--- src/rtl/adder_arb_pkg.sv ---
// adder_arb_pkg: shared types and defaults for the two-port adder arbiter.
// Holds the controller state enum, port-index constants and default sizes.
package adder_arb_pkg;

  typedef enum logic [2:0] {
    S_IDLE,
    S_LAUNCH,
    S_WAIT,
    S_DONE,
    S_DRAIN
  } state_t;

  localparam logic PORT0 = 1'b0;
  localparam logic PORT1 = 1'b1;

  localparam int DEF_WIDTH   = 16;
  localparam int DEF_TIMEOUT = 15;

endpackage

--- src/rtl/rr_pick2.sv ---
// rr_pick2: combinational 2-way round-robin picker.
// Ports: req[1:0] requests, last = last served port, grant[1:0] one-hot.
module rr_pick2
  import adder_arb_pkg::*;
(
  input  logic [1:0] req,
  input  logic       last,
  output logic [1:0] grant
);

  always_comb begin
    grant = 2'b00;
    unique case (1'b1)
      (req == 2'b11): grant = (last == PORT0) ? 2'b10 : 2'b01;
      (req == 2'b01): grant = 2'b01;
      (req == 2'b10): grant = 2'b10;
      default:        grant = 2'b00;
    endcase
  end

endmodule

--- src/rtl/adder_arb16.sv ---
// adder_arb16: shares one external WIDTH-bit adder between two requesters.
// Ports: clk, rst_n (sync, active-low); req_i[1:0] with per-port operands
// a0_i/b0_i/cin0_i and a1_i/b1_i/cin1_i; results done_o[1:0] (one-hot pulse),
// sum_o, cout_o, err_o, busy_o; adder side add_en_o, add_a_o, add_b_o,
// add_cin_o, add_ready_i, add_sum_i, add_cout_i.
// Optional macro ADDARB_TIMEOUT_EN: aborts WAIT after TIMEOUT cycles
// with err_o=1; without it WAIT waits indefinitely and err_o stays 0.
module adder_arb16
  import adder_arb_pkg::*;
#(
  parameter int WIDTH   = DEF_WIDTH,
  parameter int TIMEOUT = DEF_TIMEOUT
) (
  input  logic             clk,
  input  logic             rst_n,
  input  logic [1:0]       req_i,
  input  logic [WIDTH-1:0] a0_i,
  input  logic [WIDTH-1:0] b0_i,
  input  logic             cin0_i,
  input  logic [WIDTH-1:0] a1_i,
  input  logic [WIDTH-1:0] b1_i,
  input  logic             cin1_i,
  output logic [1:0]       done_o,
  output logic [WIDTH-1:0] sum_o,
  output logic             cout_o,
  output logic             err_o,
  output logic             busy_o,
  output logic             add_en_o,
  output logic [WIDTH-1:0] add_a_o,
  output logic [WIDTH-1:0] add_b_o,
  output logic             add_cin_o,
  input  logic             add_ready_i,
  input  logic [WIDTH-1:0] add_sum_i,
  input  logic             add_cout_i
);

  state_t     state;
  logic       last;
  logic       gidx;
  logic [1:0] pick;

  rr_pick2 u_pick (
    .req   (req_i),
    .last  (last),
    .grant (pick)
  );

`ifdef ADDARB_TIMEOUT_EN
  localparam int CW = $clog2(TIMEOUT + 1);
  logic [CW-1:0] tcnt;
  logic          expired;
  // last WAIT cycle of the budget: abort on this edge
  assign expired = (tcnt == CW'(TIMEOUT - 1));
`else
  logic unused_timeout;
  assign unused_timeout = (TIMEOUT != 0);
`endif

  always_ff @(posedge clk) begin
    if (!rst_n) begin
      state     <= S_DRAIN;
      last      <= PORT1;
      gidx      <= PORT0;
      add_en_o  <= 1'b0;
      add_a_o   <= '0;
      add_b_o   <= '0;
      add_cin_o <= 1'b0;
      done_o    <= 2'b00;
      sum_o     <= '0;
      cout_o    <= 1'b0;
      err_o     <= 1'b0;
      busy_o    <= 1'b1;
`ifdef ADDARB_TIMEOUT_EN
      tcnt      <= '0;
`endif
    end else begin
      done_o <= 2'b00;
      unique case (state)
        S_IDLE: begin
          if (pick != 2'b00) begin
            gidx      <= pick[1] ? PORT1 : PORT0;
            add_a_o   <= pick[1] ? a1_i : a0_i;
            add_b_o   <= pick[1] ? b1_i : b0_i;
            add_cin_o <= pick[1] ? cin1_i : cin0_i;
            add_en_o  <= 1'b1;
            busy_o    <= 1'b1;
            state     <= S_LAUNCH;
          end
        end
        S_LAUNCH: begin
          state <= S_WAIT;
`ifdef ADDARB_TIMEOUT_EN
          tcnt  <= '0;
`endif
        end
        S_WAIT: begin
          if (add_ready_i) begin
            sum_o    <= add_sum_i;
            cout_o   <= add_cout_i;
            err_o    <= 1'b0;
            done_o   <= (gidx == PORT1) ? 2'b10 : 2'b01;
            add_en_o <= 1'b0;
            state    <= S_DONE;
          end
`ifdef ADDARB_TIMEOUT_EN
          else if (expired) begin
            sum_o    <= '0;
            cout_o   <= 1'b0;
            err_o    <= 1'b1;
            done_o   <= (gidx == PORT1) ? 2'b10 : 2'b01;
            add_en_o <= 1'b0;
            state    <= S_DONE;
          end else begin
            tcnt <= tcnt + 1'b1;
          end
`endif
        end
        S_DONE: begin
          last  <= gidx;
          state <= S_DRAIN;
        end
        S_DRAIN: begin
          // a ready still high from the last op must not launch the next
          if (!add_ready_i) begin
            busy_o <= 1'b0;
            state  <= S_IDLE;
          end
        end
        default: state <= S_DRAIN;
      endcase
    end
  end

endmodule

--- config.mk ---
export PLATFORM = sky130hd
export DESIGN_NAME = adder_arb16
export DESIGN_NICKNAME = d
export VERILOG_FILES = /design/src/rtl/adder_arb_pkg.sv /design/src/rtl/rr_pick2.sv /design/src/rtl/adder_arb16.sv
export SDC_FILE = /design/constraint.sdc
export NUM_CORES = 1
export LEC_CHECK = 0
export BUFFER_PORTS_ARGS = -buffer_cell sky130_fd_sc_hd__buf_4
export CAP_MARGIN = 20
export CORE_AREA = 2 2 80 82
export DETAILED_ROUTE_END_ITERATION = 10
export DIE_AREA = 0 0 82 84
export GPL_ROUTABILITY_DRIVEN = 1
export PLACE_DENSITY = 0.77
export SYNTH_ARGS = -nofsm -noshare
export SYNTH_HDL_FRONTEND = slang
export SYNTH_SLANG_ARGS = --single-unit
--- constraint.sdc ---
create_clock -name clk -period 1.45 [get_ports clk]
set_input_delay 0.2175 -clock clk [delete_from_list [all_inputs] [get_ports clk]]
set_output_delay 0.2175 -clock clk [all_outputs]
set_load 0.05 [all_outputs]
==> flow_metrics.py, run 1 <==
metrics = {
    "cts": {
        "holdBufCountCts": 0,
        "htreeDepth": 3,
        "cts.reportedPaths.clkPinSlew_ps": 70,
        "postCtsSetupBuffers": 0,
        "cts_tree": "yes",
        "clockRootBuffer": "clkbuf_8",
        "post_cts_resized": 0,
        "worst_skew_pair.late_latency_ps": 320,
        "cts-buffers-inserted": 9,
        "cts_buffer_depth": 2,
        "cts.sinks": 59,
    },
    "sta": {
        "hold_viol": 0,
        "period_share_pct": 92.34,
        "finClkSkew_ps": 7.907,
        "rsz0062_at_grt": "no",
        "finalSetupViolations": 0,
        "tns_ps": 0,
        "setup_ws_ps": 111.1,
        "fmax_mhz": 746.9,
        "final.min_clock_period_ps": 1339,
        "drv_slew": 0,
        "hold-worst-slack_ps": 147.7,
    },
    "drt": {
        "wl_per_cell_um": 12.59,
        "vias": 2502,
        "routed_wl_mm": 6.557,
        "drc": 0,
        "viasPerCell": 4.802,
        "antenna_left": 0,
        "drt_iter0_drc": 258,
        "drt-pass1-iter-count": 7,
    },
    "hold_path": {
        "min_path_type": "in2reg",
    },
    "worst_setup_path": {
        "cp_max_fo": 33,
        "cp_data_required_time_ps": 1650,
        "critPathArrivalTime_ps": 1540,
        "cp-start-kind": "flip-flop",
        "path_class": "reg2reg",
        "worstSetupEndpointType": "flip-flop",
        "cpPeakStageDelay_ps": 410,
        "cp_cell_sequence": "nor3_4 -> and3_1 -> buf_12 -> a222oi_1",
        "cp_slowest_cell": "dfxtp_1",
    },
    "synthesis": {
        "synth_cells": 302,
        "synth_fa_ha_area_share_pct": 0,
        "yosys.area_share.simple_pct": 14.60,
        "synth_nets": 390,
        "synthesis.area_mm2": 0.002554,
        "ys_seq_area_share_pct": 46.25,
        "synth.avg_cell_area_um2": 8.456,
        "synth_mux_area_share_pct": 0,
        "yosysWarnings": 0,
        "synth_compound_area_share_pct": 21.07,
        "synth_cell_types": 29,
        "synth_top_family_by_area": "compound AO/OA/AOI/OAI gates",
        "synth_xor_area_share_pct": 0.3430,
        "synth.ff_latch_count": 59,
    },
    "floorplan": {
        "die_h_um": 84,
        "die_area_mm2": 0.006888,
        "start_util_pct": 41.89,
        "num_rows": 29,
        "coreArea_mm2": 0.006096,
        "die_x_um": 82,
        "pin_count": 143,
    },
    "placement": {
        "globalplace.congestion": 0.7544,
        "dp_hpwl_mm": 4.790,
        "port_buffers": 141,
        "place_ws_ps": 140.7,
    },
    "global_routing": {
        "grt_use_total_pct": 19.47,
        "antenna_found_initial": 0,
        "grt_remaining_overflow": 0,
        "grt_pass1_vias": 2394,
        "grt_max_degree": 34,
        "grt_pass1_wl_mm": 10.56,
    },
    "final_layout": {
        "drive_gt1_share_pct": 38.29,
        "post-route-util_pct": 63.07,
        "n_antenna_cell": 0,
        "fin_nets": 528,
        "fill_cells": 543,
        "areaGrowthSynthToFinish_pct": 50.56,
        "layout_common_cells": "buf_4, nand2_1, inv_1, dfxtp_1, a222oi_1",
        "final_common_cell": "buf_4",
    },
    "status": {
        "status": "finished clean",
    },
    "pwr": {
        "p_leak_uw": 0.001934,
        "p_per_area_mw_per_mm2": 1098,
        "combPwrFrac_pct": 23.0,
        "switchingPower_uw": 1215,
        "seq_power_share_pct": 42.3,
        "p_sw_share_pct": 28.78,
        "p_int_uw": 3007,
        "ir_worst_vdd_uv": 513.7,
        "clkPwrFrac_pct": 34.7,
    },
    "run": {
        "maxCapViolations": 0,
    },
}
## layout make-up
class,count,area (um^2),area share (%)
clock buffer,13,158.9,4.133
clock inverter,2,35.03,0.9112
inverter,67,251.5,6.541
multi-input combinational,150,923.4,24.02
sequential,59,1181,30.72
tap,77,96.34,2.506
timing repair buffer,153,1199,31.17
## path summary, 6_finish.rpt
| path | start | end | slack [ps] | depth (start not counted) |
|---|---|---|---|---|
| worst max-delay path | state[2] | add_a_o[15] | 110 | 4 |
| worst max register to register | state[2] | add_a_o[15] | 110 | 4 |
| worst min-delay path | a1_i[14] | add_a_o[14] | 150 | 3 |
| worst min register to register | gidx | done_o[0] | 460 | 1 |
## kinds of logic after synthesis
group	after synthesis
flops	59
xor+xnor	1
other cells	1
compound gates	62
buf+inv	93
simple gates	86
## flip-flops by register name, indices dropped and copies added (netlist names)
| name | cells |
|---|---|
| done_o | 2 |
| gidx | 1 |
| add_cin_o | 1 |
| add_b_o | 16 |
| busy_o | 1 |
| add_en_o | 1 |
| cout_o | 1 |
| add_a_o | 16 |
| sum_o | 16 |
| last | 1 |
| state | 3 |
## cells in the mapped netlist
cell	number	area, um^2
and3_1	4	25.02
o21a_1	2	15.01
nand4bb_1	1	11.26
nand2_1	71	266.5
a222oi_1	32	320.3
and4bb_2	1	12.51
o311ai_0	1	8.760
inv_1	67	251.5
buf_4	5	37.54
a22oi_1	1	7.510
nor3_1	1	5.000
buf_2	5	25.02
o21ai_0	4	20.02
buf_6	10	112.6
nor2_1	3	11.26
a21boi_1	1	7.510
nand2_2	1	6.260
xnor2_1	1	8.760
nand2b_1	1	6.260
dfxtp_1	59	1181
clkbuf_1	6	22.52
nand3_1	1	5.000
a21bo_2	1	10.01
a21oi_1	1	5.000
conb_1	1	3.750
nor3b_1	1	7.510
a221oi_1	1	8.760
nor3_4	1	16.27
a21boi_0	18	135.1
## per-layer routing
metal | track usage, % | wire, um
met1 | 22.12 | 2517
met2 | 35.25 | 3541
met3 | 3.788 | 434
met4 | 6.667 | 63
met5 | 0 | 0
## critical path, delay by kind of cell, from the launching register on
kind | cells | cell delay (ps)
compound gates | 1 | 370
buf+inv | 1 | 170
flops | 1 | 410
simple gates | 2 | 280
## power by group through the flow
stage | Sequential (uW) | Combinational (uW) | Clock, uW
after floorplan | 2150 | 258 | 0
after global placement | 1820 | 969 | 0
after detailed placement | 1820 | 979 | 0
after CTS | 1790 | 980 | 1510
after global routing | 1800 | 1040 | 1580
final | 1790 | 973 | 1460
## metrics by stage
step | area [um^2] | total power [uW] | instances
finish | 3845 | 4223 | 521
floorplan | 2554 | 2413 | 302
CTS | 3845 | 4271 | 521
global placement | 3651 | 2786 | 506
global route | 3845 | 4408 | 521
detailed placement | 3651 | 2798 | 506
(Power assumes the default switching activity.)
==> inputs of run 2 (changes only) <==
Settings changed: PLACE_DENSITY 0.77 to unset, PLACE_DENSITY_LB_ADDON set to 0.15.
==> flow_metrics.py, run 2 (synthesis gave the netlist of run 1 again) <==
metrics = {
    "status": {
        "status": "finished clean",
    },
    "pwr": {
        "switchingPower_uw": 1237,
        "p_sw_share_pct": 29.51,
        "clkPwrFrac_pct": 34.4,
        "seq_power_share_pct": 42.5,
        "p_int_uw": 2956,
        "p_leak_uw": 0.001925,
        "p_per_area_mw_per_mm2": 1096,
        "combPwrFrac_pct": 23.1,
        "ir_worst_vdd_uv": 706.5,
        "power_uw": 4193,
    },
    "drt": {
        "drt_iter0_drc": 162,
        "vias": 2511,
        "antenna_left": 0,
        "drt-pass1-iter-count": 7,
        "routed_wl_mm": 6.406,
        "drc": 0,
        "viasPerCell": 4.820,
        "wl_per_cell_um": 12.30,
    },
    "global_routing": {
        "antenna_found_initial": 0,
        "met3_usage_pct": 5.844,
        "grt_remaining_overflow": 0,
        "grt_busiest_layer": "met2",
        "grt_max_degree": 34,
        "use_met2_pct": 30.60,
        "grt_pass1_wl_mm": 10.32,
        "met1_usage_pct": 23.18,
        "grt_use_total_pct": 19.21,
        "grt_pass1_vias": 2330,
    },
    "cts": {
        "postCtsSetupBuffers": 0,
        "cts_buffer_depth": 2,
        "post_cts_resized": 0,
        "cts.sinks": 59,
        "worst_skew_pair.late_latency_ps": 330,
        "cts_tree": "yes",
        "cts.reportedPaths.clkPinSlew_ps": 70,
        "clockRootBuffer": "clkbuf_8",
        "htreeDepth": 3,
        "cts-buffers-inserted": 9,
        "holdBufCountCts": 0,
    },
    "sta": {
        "fmax_mhz": 750.4,
        "finalSetupViolations": 0,
        "tns_ps": 0,
        "final.min_clock_period_ps": 1333,
        "period_share_pct": 91.90,
        "hold-worst-slack_ps": 135.7,
        "drv_slew": 0,
        "rsz0062_at_grt": "no",
        "hold_viol": 0,
        "finClkSkew_ps": 8.403,
    },
    "floorplan": {
        "die_x_um": 82,
        "pin_count": 143,
        "coreArea_mm2": 0.006096,
        "die_h_um": 84,
        "start_util_pct": 41.89,
        "die_area_mm2": 0.006888,
        "num_rows": 29,
    },
    "worst_setup_path": {
        "worstSetupEndpointType": "flip-flop",
        "cp_data_required_time_ps": 1660,
        "critPathArrivalTime_ps": 1540,
        "cp-start-kind": "flip-flop",
        "reg2reg_depth": 4,
        "path_class": "reg2reg",
        "cp_max_fo": 32,
    },
    "final_layout": {
        "largestRegisters": "add_a_o x16, add_b_o x16, sum_o x16",
        "final_area_mm2": 0.003825,
        "layout_common_cells": "buf_4, nand2_1, inv_1, dfxtp_1, a222oi_1",
        "fin_nets": 527,
        "areaGrowthSynthToFinish_pct": 49.78,
        "final_common_cell": "buf_4",
        "n_antenna_cell": 0,
        "drive_gt1_share_pct": 38.51,
    },
    "placement": {
        "dpl-instance-area_mm2": 0.003631,
        "port_buffers": 141,
        "globalplace.congestion": 0.7188,
        "dp_hpwl_mm": 4.554,
    },
    "hold_path": {
        "min_path_type": "in2reg",
        "min_path_cells": 3,
    },
    "run": {
        "maxCapViolations": 0,
    },
}
[run 2: changes by cell type in the layout (fill, tap and decap cells not counted)]
cell	before	now
clkbuf_1	2	1
clkbuf_8	11	10
clkinv_2	1	3
clkinvlp_4	0	1
buf_12	4	3
[run 2: worst paths after layout]
check	start	endpoint	slack, ps
hold reg to reg	gidx	done_o[0]	440
setup reg to reg	state[2]	add_a_o[11]	120
hold / removal	add_sum_i[6]	sum_o[6]	140
setup / recovery	state[2]	add_a_o[11]	120
[run 2: critical path: stages, from the launching register on]
cell and delay, ps:
dfxtp_1 330, nor3_4 280, nand2_2 100, buf_12 180, a222oi_1 320
[run 2: power by group through the flow]
stage	clock (uW)	combinational, uW	sequential [uW]
3_5_place_dp	0	973	1820
6_report	1440	969	1780
3_3_place_gp	0	965	1820
5_1_grt	1560	1030	1790
2_1_floorplan	0	258	2150
4_1_cts	1490	975	1780
[run 2: metrics by stage]
stage	utilization, %	worst slack [ps]	instances
CTS	62.75	101.9	521
floorplan	-	140.2	302
global route	62.75	12.98	521
detailed placement	59.56	134.4	505
finish	62.75	117.4	521
global placement	59.56	187.8	505
[run 2: routing by layer]
layer	vias to the layer above	share of wire [%]	routed length [um]
li1	1267	-	-
met1	1130	42	2673
met2	104	47	2987
met3	10	9.5	608
met4	0	2.1	136
met5	-	0	0
[run 2: layout make-up]
| type | count | area, um^2 |
|---|---|---|
| Timing Repair Buffer | 152 | 1179 |
| Fill cell | 574 | 2271 |
| Multi-Input combinational cell | 150 | 923.4 |
| Sequential cell | 59 | 1181 |
| Clock inverter | 5 | 52.55 |
| Tap cell | 77 | 96.34 |
| Inverter | 67 | 251.5 |
| Clock buffer | 11 | 141.4 |
==> inputs of run 3 (changes only) <==
Settings changed: CELL_PAD_IN_SITES_DETAIL_PLACEMENT set to 1, CELL_PAD_IN_SITES_GLOBAL_PLACEMENT set to 2, CORE_AREA 2 2 80 82 to 2 2 109 111, DIE_AREA 0 0 82 84 to 0 0 111 113.
==> flow_metrics.py, run 3 (synthesis gave the netlist of run 1 again) <==
metrics = {
    "pwr": {
        "clkPwrFrac_pct": 42.8,
        "combPwrFrac_pct": 20.5,
        "seq_power_share_pct": 36.7,
        "ir_worst_vdd_uv": 442.9,
        "p_per_area_mw_per_mm2": 1200,
        "p_sw_share_pct": 28.17,
        "switchingPower_uw": 1374,
        "p_leak_uw": 0.001996,
        "p_int_uw": 3503,
        "power_uw": 4877,
    },
    "sta": {
        "hold_viol": 0,
        "fmax_mhz": 737.1,
        "finalSetupViolations": 0,
        "drv_slew": 0,
        "tns_ps": 0,
        "setup_ws_ps": 93.32,
        "rsz0062_at_grt": "no",
        "final.min_clock_period_ps": 1357,
        "finClkSkew_ps": 6.125,
        "period_share_pct": 93.56,
    },
    "global_routing": {
        "grt_max_degree": 48,
        "antenna_found_initial": 0,
        "grt_remaining_overflow": 0,
        "grt_use_total_pct": 12.86,
        "grt_pass1_vias": 2583,
        "grt_pass1_wl_mm": 12.86,
    },
    "worst_setup_path": {
        "worstSetupEndpointType": "flip-flop",
        "cp_slowest_cell": "dfxtp_1",
        "reg2reg_depth": 4,
        "worstSetupEndpoint": "add_a_o[12]",
        "r2r_slack_ps": 90,
        "critPathArrivalTime_ps": 1560,
        "reg2reg_to": "add_a_o[12]",
        "cp_max_fo": 33,
        "path_class": "reg2reg",
        "cp-start-kind": "flip-flop",
        "cpPeakStageDelay_ps": 430,
        "crit_path_start": "state[1]",
        "r2r_start": "state[1]",
        "cp_data_required_time_ps": 1660,
        "cp_cell_sequence": "nor3_4 -> and3_1 -> buf_12 -> a222oi_1",
    },
    "floorplan": {
        "die_x_um": 111,
        "die_h_um": 113,
        "num_rows": 39,
        "coreArea_mm2": 0.01127,
        "die_area_mm2": 0.01254,
        "start_util_pct": 22.66,
        "pin_count": 143,
    },
    "drt": {
        "routed_wl_mm": 8.323,
        "vias": 2576,
        "antenna_left": 0,
        "drt-pass1-iter-count": 6,
        "viasPerCell": 4.374,
        "drc": 0,
        "drt_iter0_drc": 149,
        "wl_per_cell_um": 14.13,
    },
    "placement": {
        "place_ws_ps": 57.46,
        "globalplace.congestion": 0.7042,
        "dp_hpwl_mm": 5.944,
        "port_buffers": 141,
        "dp.cells": 573,
    },
    "final_layout": {
        "fin_nets": 529,
        "drive_gt1_share_pct": 39.01,
        "areaGrowthSynthToFinish_pct": 59.09,
        "fin_cells": 589,
        "largestRegisters": "add_a_o x16, add_b_o x16, sum_o x16",
        "fill_cells": 1347,
        "n_antenna_cell": 0,
        "final_common_cell": "buf_4",
        "layout_common_cells": "buf_4, nand2_1, inv_1, dfxtp_1, a222oi_1",
        "post-route-util_pct": 36.04,
    },
    "cts": {
        "clockRootBuffer": "clkbuf_16",
        "cts_tree": "yes",
        "cts.reportedPaths.clkPinSlew_ps": 50,
        "worst_skew_pair.late_latency_ps": 320,
        "cts_buffer_depth": 2,
        "postCtsSetupBuffers": 0,
        "htreeDepth": 3,
        "holdBufCountCts": 0,
        "cts.sinks": 59,
        "cts-buffers-inserted": 9,
    },
    "run": {
        "maxCapViolations": 0,
    },
    "status": {
        "status": "finished clean",
    },
    "hold_path": {
        "min_path_type": "in2reg",
    },
}
[run 3: worst max-delay path: cells and delay by family (launching register included)]
kind | cells | cell delay, ps
simple gates | 2 | 260
flops | 1 | 430
buf+inv | 1 | 170
compound gates | 1 | 360
[run 3: worst min-delay path by stage]
stage               cells after the start  slack, ps    startpoint    endpoint
floorplan                               2        350  add_sum_i[6]    sum_o[6]
global placement                        2        450      sum_o[6]    sum_o[6]
detailed placement                      2        450      sum_o[6]    sum_o[6]
CTS                                     3        140       a1_i[9]  add_a_o[9]
global route                            3        150       a1_i[9]  add_a_o[9]
finish                                  3        150  add_sum_i[6]    sum_o[6]
[run 3: cell type report]
cell class / count / area (um^2) / share of cell area [%]
repair buffers: 154 / 1231 / 30.30
multi-input cells: 150 / 923.4 / 22.73
inverters: 67 / 251.5 / 6.190
clock inverters: 5 / 52.55 / 1.294
well taps: 143 / 178.9 / 4.404
flip-flops and latches: 59 / 1182 / 29.10
clock buffers: 11 / 242.7 / 5.975
[run 3: stage by stage]
step	hold slack, ps	cell area, um^2
after global placement	445.5	3766
after CTS	138.7	4061
after global routing	148.9	4063
after detailed placement	450.7	3766
after floorplan	352.4	2554
final	150.7	4063
[run 3: metal layers]
| metal | wire, um | track usage (%) | share of wire, % | vias up |
|---|---|---|---|---|
| met1 | 3440 | 14.67 | 41 | 1205 |
| met5 | 0 | 0 | 0 | - |
| met4 | 114 | 5.750 | 1.4 | 0 |
| met2 | 4129 | 22.17 | 50 | 90 |
| met3 | 639 | 4.071 | 7.7 | 8 |
| li1 | - | - | - | 1273 |
[run 3: power by group through the flow]
stage	Combinational [uW]	Clock, uW	Sequential, uW
finish	1000	2090	1790
global route	1060	2240	1800
CTS	1010	2170	1790
detailed placement	1010	0	1820
global placement	1000	0	1820
floorplan	258	0	2150
[run 3: repair_timing]
item / in CTS / in global routing
gates resized for setup: 0 / 1
hold endpoints to repair: 0 / 0
setup endpoints to repair: 0 / 4
